--- src/rtl/sram_ctrl_pkg.sv ---
// rtl/sram_ctrl_pkg.sv - shared state encodings and widths for the SRAM data-memory controller
package sram_ctrl_pkg;

  typedef enum logic [2:0] {
    SramIdle    = 3'd0,
    SramRd      = 3'd1,
    SramMerge   = 3'd2,
    SramWrSetup = 3'd3,
    SramWrPulse = 3'd4,
    SramWrHold  = 3'd5,
    SramDone    = 3'd6
  } sram_state_e;

  localparam int SramAddrBus = 20;
  localparam int SramWaitBus = 4;

  typedef logic [SramWaitBus-1:0] sram_wait_t;

endpackage

--- src/rtl/sram_ctrl_byte_merge.sv ---
// rtl/sram_ctrl_byte_merge.sv - per-lane merge of a read word with new store data (used when SRAM_RMW_EN)
module sram_ctrl_byte_merge (
  input  logic [31:0] old_i,
  input  logic [31:0] new_i,
  input  logic [3:0]  sel_i,
  output logic [31:0] merged_o
);

  for (genvar i = 0; i < 4; i++) begin : g_lane
    assign merged_o[8*i +: 8] = sel_i[i] ? new_i[8*i +: 8] : old_i[8*i +: 8];
  end

endmodule

--- src/rtl/sram_ctrl.sv ---
// rtl/sram_ctrl.sv - MEM-stage data memory over async SRAM; define SRAM_RMW_EN for read-modify-write partial stores
module sram_ctrl
  import sram_ctrl_pkg::*;
#(
  parameter int ADDR_W      = SramAddrBus,
  parameter int WAIT_CYCLES = 1
) (
  input  logic              clk,
  input  logic              rst,
  input  logic              mem_ce_i,
  input  logic              mem_we_i,
  input  logic [31:0]       mem_addr_i,
  input  logic [3:0]        mem_sel_i,
  input  logic [31:0]       mem_data_i,
  output logic [31:0]       mem_data_o,
  output logic              stall_req_o,
  output logic [ADDR_W-1:0] sram_addr_o,
  input  logic [31:0]       sram_dq_i,
  output logic [31:0]       sram_dq_o,
  output logic              sram_dq_oe,
  output logic              sram_ce_n_o,
  output logic              sram_oe_n_o,
  output logic              sram_we_n_o,
  output logic [3:0]        sram_be_n_o
);

  localparam sram_wait_t WaitInit = sram_wait_t'(WAIT_CYCLES);

  sram_state_e       state_q, state_d;
  sram_wait_t        cnt_q, cnt_d;
  logic [ADDR_W-1:0] addr_q;
  logic [3:0]        sel_q;
  logic [31:0]       data_q;
  logic [31:0]       mem_data_q;
  logic [31:0]       merged_word;
  logic              rmw_req, rmw_q;
  logic              capture, rd_last, merge_en;
  logic [3:0]        wr_be_n;

  // Byte-aligned bits outside the SRAM word address are not decoded.
  logic unused_addr;
  assign unused_addr = ^{mem_addr_i[31:ADDR_W+2], mem_addr_i[1:0]};

`ifdef SRAM_RMW_EN
  logic [31:0] old_q;

  assign rmw_req = mem_we_i && (mem_sel_i != 4'hF) && (mem_sel_i != 4'h0);

  sram_ctrl_byte_merge u_merge (
    .old_i    (old_q),
    .new_i    (data_q),
    .sel_i    (sel_q),
    .merged_o (merged_word)
  );

  // Remember whether this store goes through the read phase, and the word read back for it.
  always_ff @(posedge clk or posedge rst) begin
    if (rst) begin
      rmw_q <= 1'b0;
      old_q <= '0;
    end else begin
      if (capture) rmw_q <= rmw_req;
      if (rd_last && rmw_q) old_q <= sram_dq_i;
    end
  end
`else
  assign rmw_req     = 1'b0;
  assign rmw_q       = 1'b0;
  assign merged_word = data_q;
`endif

  // Partial stores under read-modify-write write the whole word.
  assign wr_be_n = rmw_q ? 4'h0 : ~sel_q;

  // State and cycle counter registers.
  always_ff @(posedge clk or posedge rst) begin
    if (rst) begin
      state_q <= SramIdle;
      cnt_q   <= '0;
    end else begin
      state_q <= state_d;
      cnt_q   <= cnt_d;
    end
  end

  // Next state and SRAM strobes decoded from the current state.
  always_comb begin
    state_d     = state_q;
    cnt_d       = cnt_q;
    capture     = 1'b0;
    rd_last     = 1'b0;
    merge_en    = 1'b0;
    sram_ce_n_o = 1'b1;
    sram_oe_n_o = 1'b1;
    sram_we_n_o = 1'b1;
    sram_be_n_o = 4'hF;
    sram_dq_oe  = 1'b0;
    case (state_q)
      SramIdle: begin
        if (mem_ce_i) begin
          capture = 1'b1;
          cnt_d   = WaitInit;
          state_d = (!mem_we_i || rmw_req) ? SramRd : SramWrSetup;
        end
      end
      SramRd: begin
        sram_ce_n_o = 1'b0;
        sram_oe_n_o = 1'b0;
        sram_be_n_o = 4'h0;
        if (cnt_q == '0) begin
          rd_last = 1'b1;
          state_d = rmw_q ? SramMerge : SramDone;
        end else begin
          cnt_d = cnt_q - 1'b1;
        end
      end
      SramMerge: begin
        merge_en = 1'b1;
        state_d  = SramWrSetup;
      end
      SramWrSetup: begin
        sram_ce_n_o = 1'b0;
        sram_dq_oe  = 1'b1;
        sram_be_n_o = wr_be_n;
        cnt_d       = WaitInit;
        state_d     = SramWrPulse;
      end
      SramWrPulse: begin
        sram_ce_n_o = 1'b0;
        sram_we_n_o = 1'b0;
        sram_dq_oe  = 1'b1;
        sram_be_n_o = wr_be_n;
        if (cnt_q == '0) state_d = SramWrHold;
        else             cnt_d   = cnt_q - 1'b1;
      end
      SramWrHold: begin
        sram_ce_n_o = 1'b0;
        sram_dq_oe  = 1'b1;
        sram_be_n_o = wr_be_n;
        state_d     = SramDone;
      end
      SramDone: state_d = SramIdle;
      default:  state_d = SramIdle;
    endcase
  end

  // Request capture, read-data return and merged write word.
  always_ff @(posedge clk or posedge rst) begin
    if (rst) begin
      addr_q     <= '0;
      sel_q      <= '0;
      data_q     <= '0;
      mem_data_q <= '0;
    end else begin
      if (capture) begin
        addr_q <= mem_addr_i[ADDR_W+1:2];
        sel_q  <= mem_sel_i;
        data_q <= mem_data_i;
      end
      if (rd_last && !rmw_q) mem_data_q <= sram_dq_i;
      if (merge_en) data_q <= merged_word;
    end
  end

  // Stall is combinational so the pipeline holds in the request cycle itself.
  assign stall_req_o = (state_q == SramIdle) ? mem_ce_i : (state_q != SramDone);
  assign sram_addr_o = addr_q;
  assign sram_dq_o   = data_q;
  assign mem_data_o  = mem_data_q;

endmodule

--- config.mk ---
export PLATFORM = sky130hd
export DESIGN_NAME = sram_ctrl
export DESIGN_NICKNAME = d
export VERILOG_FILES = /design/src/rtl/sram_ctrl_pkg.sv /design/src/rtl/sram_ctrl_byte_merge.sv /design/src/rtl/sram_ctrl.sv
export SDC_FILE = /design/constraint.sdc
export NUM_CORES = 1
export LEC_CHECK = 0
export CAP_MARGIN = 0
export CORE_UTILIZATION = 40
export CTS_CLUSTER_DIAMETER = 80
export DETAILED_ROUTE_END_ITERATION = 10
export PLACE_DENSITY_LB_ADDON = 0.08
export SETUP_SLACK_MARGIN = 0.15
export SYNTH_ARGS = -nofsm -noshare
export SYNTH_HDL_FRONTEND = slang
export SYNTH_SLANG_ARGS = --single-unit
--- constraint.sdc ---
create_clock -name clk -period 6 [get_ports clk]
set_input_delay 1.2 -clock clk [delete_from_list [all_inputs] [get_ports clk]]
set_output_delay 1.2 -clock clk [all_outputs]
set_load 0.05 [all_outputs]
Word-level counts from Yosys, hierarchy flattened
Cells that the tools add are included.

storage, ports and cells
  register bits after elaboration = 95
  bits in latches = 0
  RAM bits = 0
  memory bits (read-only) = 0
  input port bits = 104
  output and inout port bits = 93
  logic and storage cells = 47
  memories kept = 0

cells by class
  add/sub/neg operators = 1
  multiply operators = 0
  div/mod/pow operators = 0
  $lt $le $gt $ge = 0
  eq/ne operators = 10
  shifts and indexed selects = 0
  mux-type cells = 19
  bitwise operators = 2
  reductions and logical operators = 9

operators with widths
  cell                                                                   number
  3-bit one-hot mux with 6 select lines                                  1
  4-bit one-hot mux with 3 select lines                                  1
  1-bit two-way mux                                                      10
  3-bit two-way mux                                                      3
  4-bit two-way mux                                                      2
  2-bit inequality test, second input constant                           4
  4-bit one-hot mux with 2 select lines                                  1
  3-bit by 2-bit equality test with 1-bit output, second input constant  2
  3-bit equality test, second input constant                             2
  3-bit AND reduction                                                    2
  4-bit logical NOT                                                      1
  4-bit inverter                                                         1
  4-bit OR reduction                                                     1
  4-bit by 1-bit subtractor with 4-bit output, second input constant     1
  3-bit by 1-bit equality test with 1-bit output, second input constant  1
  3-bit logical NOT                                                      1
  3-bit inequality test, second input constant                           1
  3-bit nonzero test                                                     1
  3-bit OR reduction                                                     1
  2-bit two-way mux                                                      1
  2-bit AND reduction                                                    1
  2-bit OR reduction                                                     1
  1-bit inverter                                                         1

Logic depth before layout (Yosys ltp)
Gate-level depths: netlist of run 1.

  word-level depth = 4
  mapped depth = 6
  mapped depth without buffers = 6

Worst setup path before layout of run 1
Ideal clock, no wire load.

  path type = register to output
  start point = register state_q[0]
  end point = output port sram_be_n_o[0]
  data arrival time = 1.930 ns
  required time = 4.800 ns
  setup slack = 2.870 ns
  stages on the path, launching flop included = 6
  buffers on the path = 1
  cell sequence = dfrtp_1 > buf_2 > nand2_1 > nor2_1 > a21oi_1 > o21ai_0

on the way
  word-level cells in the longest chain between the ends = 3
  elaborated cells on any way between the ends = 6
  those cells by class = eq/ne (4); mux (1); reduce/logical (1)

ends and longest elaborated chain
  what                                                                                   line             source
  from (decl)                                                                            sram_ctrl.sv:29  sram_state_e state_q, state_d;
  from (signal assigned)                                                                 sram_ctrl.sv:78  state_q <= SramIdle;
  from (signal assigned)                                                                 sram_ctrl.sv:81  state_q <= state_d;
  3-bit equality test or 3-bit by 2-bit equality test with 1-bit output (tied branches)  sram_ctrl.sv:98  case (state_q)
  3-bit OR reduction (no source line)                                                    --
  4-bit one-hot mux with 2 select lines (*)                                              sram_ctrl.sv:98
  to (decl)                                                                              sram_ctrl.sv:24  output logic [3:0] sram_be_n_o

Every way passes the cells marked *; elsewhere a longest branch is shown, timed or not.

Worst setup path after layout of run 1
  start point = input port mem_ce_i
  end point = output port stall_req_o

on the way
  word-level cells in the longest chain between the ends = 1

ends and longest elaborated chain
  what               line              source
  from (decl)        sram_ctrl.sv:10   input logic mem_ce_i,
  1-bit two-way mux  sram_ctrl.sv:166  assign stall_req_o = (state_q == SramIdle) ? mem_ce_i : (state_q != SramDone);
  to (decl)          sram_ctrl.sv:16   output logic stall_req_o,

Every way passes these cells.

==> results.tsv, run 1 <==
metric	value	unit
IO buf count	184	
final instance area	5870	um2
IO Count	197	
Slew Limit Fails	0	
Clock Skew	0.0163	ns
htree depth	3	
Setup TNS	0	ns
CP Data Arrival Time	2.91	ns
Req. time, crit path	4.80	ns
Clk pin slew, worst setup/hold paths	0.09	ns
status	completed	
vias in the first global route	2646	
Synth cell types	28	
DP Area	5700	um2
quantity of gates resized following cts	0	
RSZ-0062 raised after global routing	false	
wire length per cell	15.2	um
pre-CTS setup slack	1.89	ns
Max-slew headroom	0.227	
layout cell share with drive strength beyond 1	0.158	
Worst-Margin Slew	1.15	ns
FMAX	0.243	GHz
crit end category	primary output	
largest net degree at the start of global routing	63	
initial antenna violation count	0	
Max Cap Viol	0	
drt first-iter violations	73	
routed wire length	8.33	mm
Tot GR Track Use	0.177	
fin nets	537	
diodes inserted	0	
Post-Syn Nets	353	
Synth Register Bits	95	
hold_buf cts	0	
total clock sinks	95	
Post-Syn Area	3780	um2
via count	2631	
synthesized instance count	248	
CTS root buf	clkbuf_8	
crit path cell chain	clkdlybuf4s50_1 > nor3_1 > a21oi_1 > or2_2 > clkdlybuf4s50_1	
Critical-path top delay cell	clkdlybuf4s50_1	
final RePlAce weighted congestion	0.747	
Setup CP Type	in -> out	
fin crit period	4.11	ns
Final period util	0.685	
Clock Path Buffers	2	
Detail Placement HPWL	6.09	mm
area grow syn2layout	55.6	%
total die area	9830	um2
first-pass GRT wire length	13.4	mm
latest clock arrival within the worst-skew pair	0.35	ns
Initial Utilization	0.411	
Critical Path Most Common Cell	clkdlybuf4s50_1	
CTS tree	done	
setup violators final	0	
Final Hold Vio Count	0	
DIE HEIGHT	99.2	um
crit start category	input pin	
Slowest Stage Delay on Critical Path	0.72	ns
Pre-antenna DRT Iters	4	
Die X	99.2	um
Seq/Total Area, Yosys	0.630	
post-route ant nets	0	
Hold Crit Class	reg -> reg	
DR DRC count	0	
grt total ovfl	0	
Synth Warn #	0	
Worst Slack Setup Final	1.89	ns
Core Area	9200	um2
Post-CTS Setup Inserts	0	
Inserted Clock Buffers	9	
Cell Rows	35	
mean post-synth cell area	15.2	um2
vias per inst	4.80	
crit-path max FO	5	
-- metrics by stage --
| stage | hold slack (ns) | util | instances |
|---|---|---|---|
| 2_1_floorplan | 0.453 | - | 248 |
| 3_3_place_gp | 0.462 | 0.620 | 532 |
| 3_5_place_dp | 0.471 | 0.620 | 532 |
| 4_1_cts | 0.491 | 0.639 | 548 |
| 5_1_grt | 0.509 | 0.639 | 548 |
| 6_report | 0.486 | 0.639 | 548 |
-- per-layer routing --
layer / GRT usage / up-vias / routed length [um]
li1: - / 1230 / -
met3: 0.0682 / 10 / 780
met4: 0.0645 / 0 / 105
met1: 0.226 / 1278 / 3640
met5: 0 / - / 0
met2: 0.275 / 113 / 3800
-- layout by cell type, fill, tap and decap left out, types with 2 or more instances in the layout --
master | netlist | routed
clkdlybuf4s50_1 | 0 | 184
dfrtp_1 | 95 | 95
mux2_2 | 46 | 46
mux2_1 | 42 | 42
o21ai_0 | 10 | 10
clkbuf_8 | 0 | 9
inv_1 | 7 | 6
nand2_1 | 5 | 5
a21oi_1 | 5 | 5
nor2_1 | 4 | 4
nand3b_1 | 2 | 2
nor3_1 | 2 | 2
mux2i_1 | 2 | 2
o2bb2ai_1 | 2 | 2
clkinv_2 | 0 | 2
inv_6 | 0 | 2
-- final timing paths --
| kind | start | to | slack, ns | cells after the start |
|---|---|---|---|---|
| max | mem_ce_i | stall_req_o | 1.89 | 5 |
| min | sel_q[1] | sel_q[1] | 0.49 | 1 |
| max reg2reg | state_q[0] | sram_addr_o[18] | 3.54 | 3 |
| min reg2reg | sel_q[1] | sel_q[1] | 0.49 | 1 |
| max in group asynchronous | rst | mem_data_o[8] | 3.67 | 3 |
| min in group asynchronous | rst | mem_data_o[14] | 1.20 | 2 |
-- critical path: cells and delay by family --
kind / cells / cell delay [ns]
compound gates: 1 / 0.06
buf+inv: 2 / 1.20
simple gates: 2 / 0.45
-- logic make-up (layout without fill, tap and decap cells) --
logic type,after synthesis,count (layout),share of synthesized area
muxes,90,90,0.268
DFF,95,95,0.630
buffers and inverters,20,209,0.0315
and+or+nand+nor,20,20,0.0328
xor gates and xnor gates,2,2,0.00464
AOI/OAI and AO/OA,20,20,0.0305
adders and majority gates,1,1,0.00331
-- Yosys cell counts, drive strengths merged --
cell type | n | area (um2)
dfrtp | 95 | 2380
mux2 | 88 | 991
buf | 13 | 92.6
o21ai | 10 | 50.1
inv | 7 | 26.3
a21oi | 5 | 25.0
nand2 | 5 | 18.8
nor2 | 4 | 15.0
mux2i | 2 | 20.0
nand3 | 2 | 15.0
nand3b | 2 | 15.0
nor3 | 2 | 10.0
nor3b | 2 | 20.0
o2bb2ai | 2 | 17.5
ha | 1 | 12.5
nor4b | 1 | 15.0
o21bai | 1 | 7.51
o22ai | 1 | 6.26
o32ai | 1 | 8.76
or2 | 1 | 6.26
or3b | 1 | 8.76
xnor2 | 1 | 8.76
xor2 | 1 | 8.76
-- registers in the layout (all words and copies together) (netlist names) --
signal	flops
sram_addr_o	20
sel_q	4
state_q	3
sram_dq_o	32
mem_data_o	32
cnt_q	4
-- cell type report --
class / count / area [um2]
tap: 111 / 139
fill: 734 / 3320
multi-input combinational: 133 / 1290
timing repair buffer: 186 / 1870
inverter: 7 / 28.8
clock inverter: 6 / 43.8
sequential: 95 / 2380
clock buffer: 10 / 128
Power of run 1 is left out: the tool's default activity adds up to more than one toggle a clock period on the data nets, which glitch-free logic cannot reach.
==> run 2, diff against run 1 <==
Clock period 6 ns to 4.3 ns, I/O delays scaled along.
==> results.tsv, run 2 (synthesis results as in run 1) <==
metric	value	unit	change
status	completed		
Cell Rows	35		unchanged
FF/Latch Area	2380	um2	unchanged
crit-path max FO	5		unchanged
CTS tree	done		
Critical Path Most Common Cell	clkdlybuf4s50_1		
reg2reg start	cnt_q[0]		
Clk pin slew, worst setup/hold paths	0.08	ns	about the same
crit start category	input pin		
Worst-Margin Slew	0.819	ns	-0.335 ns
Setup CP Type	in -> out		
setup slack, reg-to-reg	2.00	ns	-1.54 ns
Pre-antenna DRT Iters	4		unchanged
Detail Placement HPWL	6.05	mm	-0.59%
Tot GR Track Use	0.173		-0.00323
IO buf count	184		unchanged
commonest non-fill, non-tap cell in the layout	clkdlybuf4s50_1		
latest clock arrival within the worst-skew pair	0.35	ns	about the same
Clock Path Buffers	2		unchanged
RSZ-0062 raised after global routing	false		
setup violators final	0		unchanged
Die X	99.2	um	unchanged
Post-CTS Setup Inserts	0		unchanged
vias per inst	4.85		+0.96%
via count	2661		+1.1%
hold_buf cts	0		unchanged
commonest cells after routing, fill and taps aside	184 x clkdlybuf4s50_1, 95 x dfrtp_1, 46 x mux2_2		
Clock Skew	0.0127	ns	-0.00369 ns
DR DRC count	0		unchanged
post-route ant nets	0		unchanged
initial antenna violation count	0		unchanged
routed wire length	8.27	mm	-0.82%
Hold Crit Class	reg -> reg		
Initial Utilization	0.411		unchanged
hold path startpoint	sel_q[1]		
DIE HEIGHT	99.2	um	unchanged
quantity of gates resized following cts	0		unchanged
wire length per cell	15.1	um	-1.0%
Max Cap Viol	0		unchanged
Slowest Stage Delay on Critical Path	0.72	ns	about the same
worst hold slack	0.483	ns	-0.00237 ns
IO Count	197		unchanged
final RePlAce weighted congestion	0.763		+2.2%
CTS root buf	clkbuf_8		
Req. time, crit path	3.44	ns	-1.36 ns
CP Data Arrival Time	2.56	ns	-0.35 ns
multi-input logic area	1290	um2	unchanged
drt first-iter violations	37		-49%
Setup TNS	0	ns	unchanged
Core Area	9200	um2	unchanged
total clock sinks	95		unchanged
fin crit period	3.42	ns	
Worst Setup SP	mem_ce_i		
Critical-path top delay cell	clkdlybuf4s50_1		
vias in the first global route	2803		+5.9%
layout cell share with drive strength beyond 1	0.160		+0.00192
Inserted Clock Buffers	9		unchanged
fin nets	539		+0.37%
Slew Limit Fails	0		unchanged
FMAX	0.293	GHz	
grt total ovfl	0		unchanged
htree depth	3		unchanged
Final Hold Vio Count	0		unchanged
largest net degree at the start of global routing	67		+6.3%
first-pass GRT wire length	13.4	mm	+0.36%
Max-slew headroom	0.453		+0.226
diodes inserted	0		unchanged
total die area	9830	um2	unchanged
crit end category	primary output		
crit path cell chain	clkdlybuf4s50_1 > nor3_1 > a21oi_1 > or2_2 > clkdlybuf4s50_1		
Final period util	0.794		
filler cell count in the final layout	726		-1.1%
area grow syn2layout	56.0	%	
run 2: cell types whose count changed in the layout (fill, tap and decap cells not counted), sizes merged:
cell / before / now
bufinv: 0 / 1
buf: 2 / 4
clkinv: 3 / 1
inv: 9 / 8
clkinvlp: 1 / 2
run 2: metrics by stage:
stage | area (um2) | util | worst slack (ns) | std cells
after floorplan | 3780 | - | 0.963 | 248
after global placement | 5710 | 0.620 | 0.873 | 534
after detailed placement | 5710 | 0.620 | 0.864 | 534
after CTS | 5890 | 0.641 | 0.867 | 549
after global routing | 5890 | 0.641 | 0.771 | 549
final | 5890 | 0.641 | 0.885 | 549
run 2: path summary, 6_finish.rpt:
check / to / cells past startpoint
min in group asynchronous: mem_data_o[17] / 2
worst min register to register: sel_q[1] / 1
worst max register to register: mem_data_o[28] / 5
worst max-delay path: stall_req_o / 5
worst min-delay path: sel_q[1] / 1
max in group asynchronous: mem_data_o[12] / 3
run 2: worst max-delay path: cells and delay by family:
kind	cells	cell delay, ns
and+or+nand+nor	2	0.44
AOI/OAI and AO/OA	1	0.05
buffers and inverters	2	1.20
run 2: area by class of cell:
type,count,share of cell area
Timing Repair Buffer,188,0.318
Tap cell,111,0.0236
Sequential cell,95,0.403
Multi-Input combinational cell,133,0.219
Inverter,7,0.00488
Clock buffer,10,0.0217
Clock inverter,5,0.00998
run 2: layer usage:
metal  share of wire  GRT usage  vias to the layer above
met4          0.0099     0.0543                        0
met5               0          0                        -
li1                -          -                     1238
met2            0.47      0.283                      115
met3           0.088     0.0618                        7
met1            0.43      0.217                     1301
Power of run 2 is left out for the same reason.
==> run 3, diff against run 2 <==
Settings changed: CORE_UTILIZATION 40 to 36.
Clock period 4.3 ns to 2.9 ns, I/O delays scaled along.
==> results.tsv, run 3 (synthesis results as in run 1) <==
metric	value	unit	change
grt total ovfl	0		unchanged
Clock Path Buffers	2		unchanged
Critical Path Sink	sram_ce_n_o		
largest net degree at the start of global routing	55		-18%
Cell Rows	37		+5.7%
Final period util	0.875		
R2R depth	5		unchanged
CP Data Arrival Time	1.96	ns	-0.60 ns
diodes inserted	0		unchanged
Slowest Stage Delay on Critical Path	0.73	ns	about the same
Max-slew headroom	0.463		+0.00917
Final Hold Vio Count	0		unchanged
Max Cap Viol	0		unchanged
Core Area	10200	um2	+11%
crit start category	flop		
crit-path max FO	5		unchanged
layout cell share with drive strength beyond 1	0.166		+0.00647
vias in the first global route	2801		-0.071%
total clock sinks	95		unchanged
wire length per cell	14.5	um	-3.6%
hold_buf cts	0		unchanged
Die X	104	um	+5.3%
Critical-path top delay cell	clkdlybuf4s50_1		
Initial Utilization	0.369		-0.0415
initial antenna violation count	0		unchanged
setup slack, reg-to-reg	0.62	ns	-1.38 ns
Worst-Margin Slew	0.805	ns	-0.0137 ns
IO Count	197		unchanged
drt first-iter violations	60		+62%
Inserted Clock Buffers	9		unchanged
IO buf count	184		unchanged
Pre-antenna DRT Iters	4		unchanged
fin crit period	2.54	ns	
Req. time, crit path	2.32	ns	-1.12 ns
commonest non-fill, non-tap cell in the layout	clkdlybuf4s50_1		
latest clock arrival within the worst-skew pair	0.35	ns	about the same
fin nets	542		+0.56%
commonest cells after routing, fill and taps aside	178 x clkdlybuf4s50_1, 95 x dfrtp_1, 46 x mux2_2		
DIE HEIGHT	104	um	+5.3%
Hold Crit Class	reg -> reg		
routed wire length	8.34	mm	+0.96%
DR DRC count	0		unchanged
first-pass GRT wire length	13.8	mm	+2.6%
CTS tree	done		
post-route ant nets	0		unchanged
area grow syn2layout	57.5	%	
Clk pin slew, worst setup/hold paths	0.08	ns	about the same
Detail Placement HPWL	6.17	mm	+2.0%
FMAX	0.394	GHz	
Worst Setup SP	state_q[2]		
Setup TNS	0	ns	unchanged
final RePlAce weighted congestion	0.720		-5.6%
crit end category	primary output		
setup violators final	0		unchanged
RSZ-0062 raised after global routing	false		
Slew Limit Fails	0		unchanged
CTS root buf	clkbuf_8		
Tot GR Track Use	0.161		-0.0128
reg2reg start	cnt_q[0]		
Setup CP Type	reg -> out		
total die area	10900	um2	+11%
status	completed		
htree depth	3		unchanged
via count	2638		-0.86%
FF-to-FF End	mem_data_o[28]		
vias per inst	4.59		-5.3%
crit path cell chain	nor2_1 > a21oi_1 > inv_1 > clkdlybuf4s50_1		
Clock Skew	0.0129	ns	+0.000249 ns
## run 3: cell types whose count changed in the layout (fill, tap and decap cells not counted), sizes merged, moves of 2 or more
cell	delta
dlymetal6s2s	+2
dlygate4sd2	+3
clkdlybuf4s50	-6
buf	+4
inv	-2
## run 3: stage by stage
stage	area (um2)	setup slack [ns]	utilization	instances	hold WS (ns)
CTS	5940	0.156	0.581	575	0.492
detailed placement	5770	0.522	0.564	562	0.471
global route	5950	0.201	0.581	575	0.503
finish	5950	0.363	0.581	575	0.486
global placement	5770	0.544	0.564	562	0.462
floorplan	3780	0.390	-	248	0.453
## run 3: worst max-delay path: cells and delay by family (launching register included)
family / cells / cell delay [ns]
compound gates: 1 / 0.32
buf+inv: 2 / 0.82
flops: 1 / 0.41
simple gates: 1 / 0.07
## run 3: how the worst min path moves through the flow
stage	endpoint	depth (start not counted)	slack [ns]	from
3_5_place_dp	sel_q[0]	1	0.47	sel_q[0]
3_3_place_gp	sel_q[2]	1	0.46	sel_q[2]
5_1_grt	sel_q[1]	1	0.50	sel_q[1]
4_1_cts	sel_q[0]	1	0.49	sel_q[0]
6_report	sel_q[0]	1	0.49	sel_q[0]
2_1_floorplan	sel_q[0]	1	0.45	sel_q[0]
## run 3: area by class of cell
cell class / count / area (um2)
fillers: 875 / 4290
flip-flops and latches: 95 / 2380
repair buffers: 191 / 1910
multi-input cells: 133 / 1290
well taps: 136 / 170
clock buffers: 9 / 124
clock inverters: 4 / 50.0
inverters: 7 / 30.0
## run 3: timing repair
item,in CTS,in global routing
cloned,0,0
endpoints found under the setup margin,3,2
setup buffers,0,0
resized for setup,3,2
## run 3: per-layer routing
metal / routed length [um] / GRT usage / up-vias
met5: 0 / 0 / -
met4: 110 / 0.0612 / 0
met3: 745 / 0.0533 / 10
met2: 3930 / 0.260 / 110
met1: 3560 / 0.199 / 1271
li1: - / - / 1247
Power of run 3 is left out for the same reason.
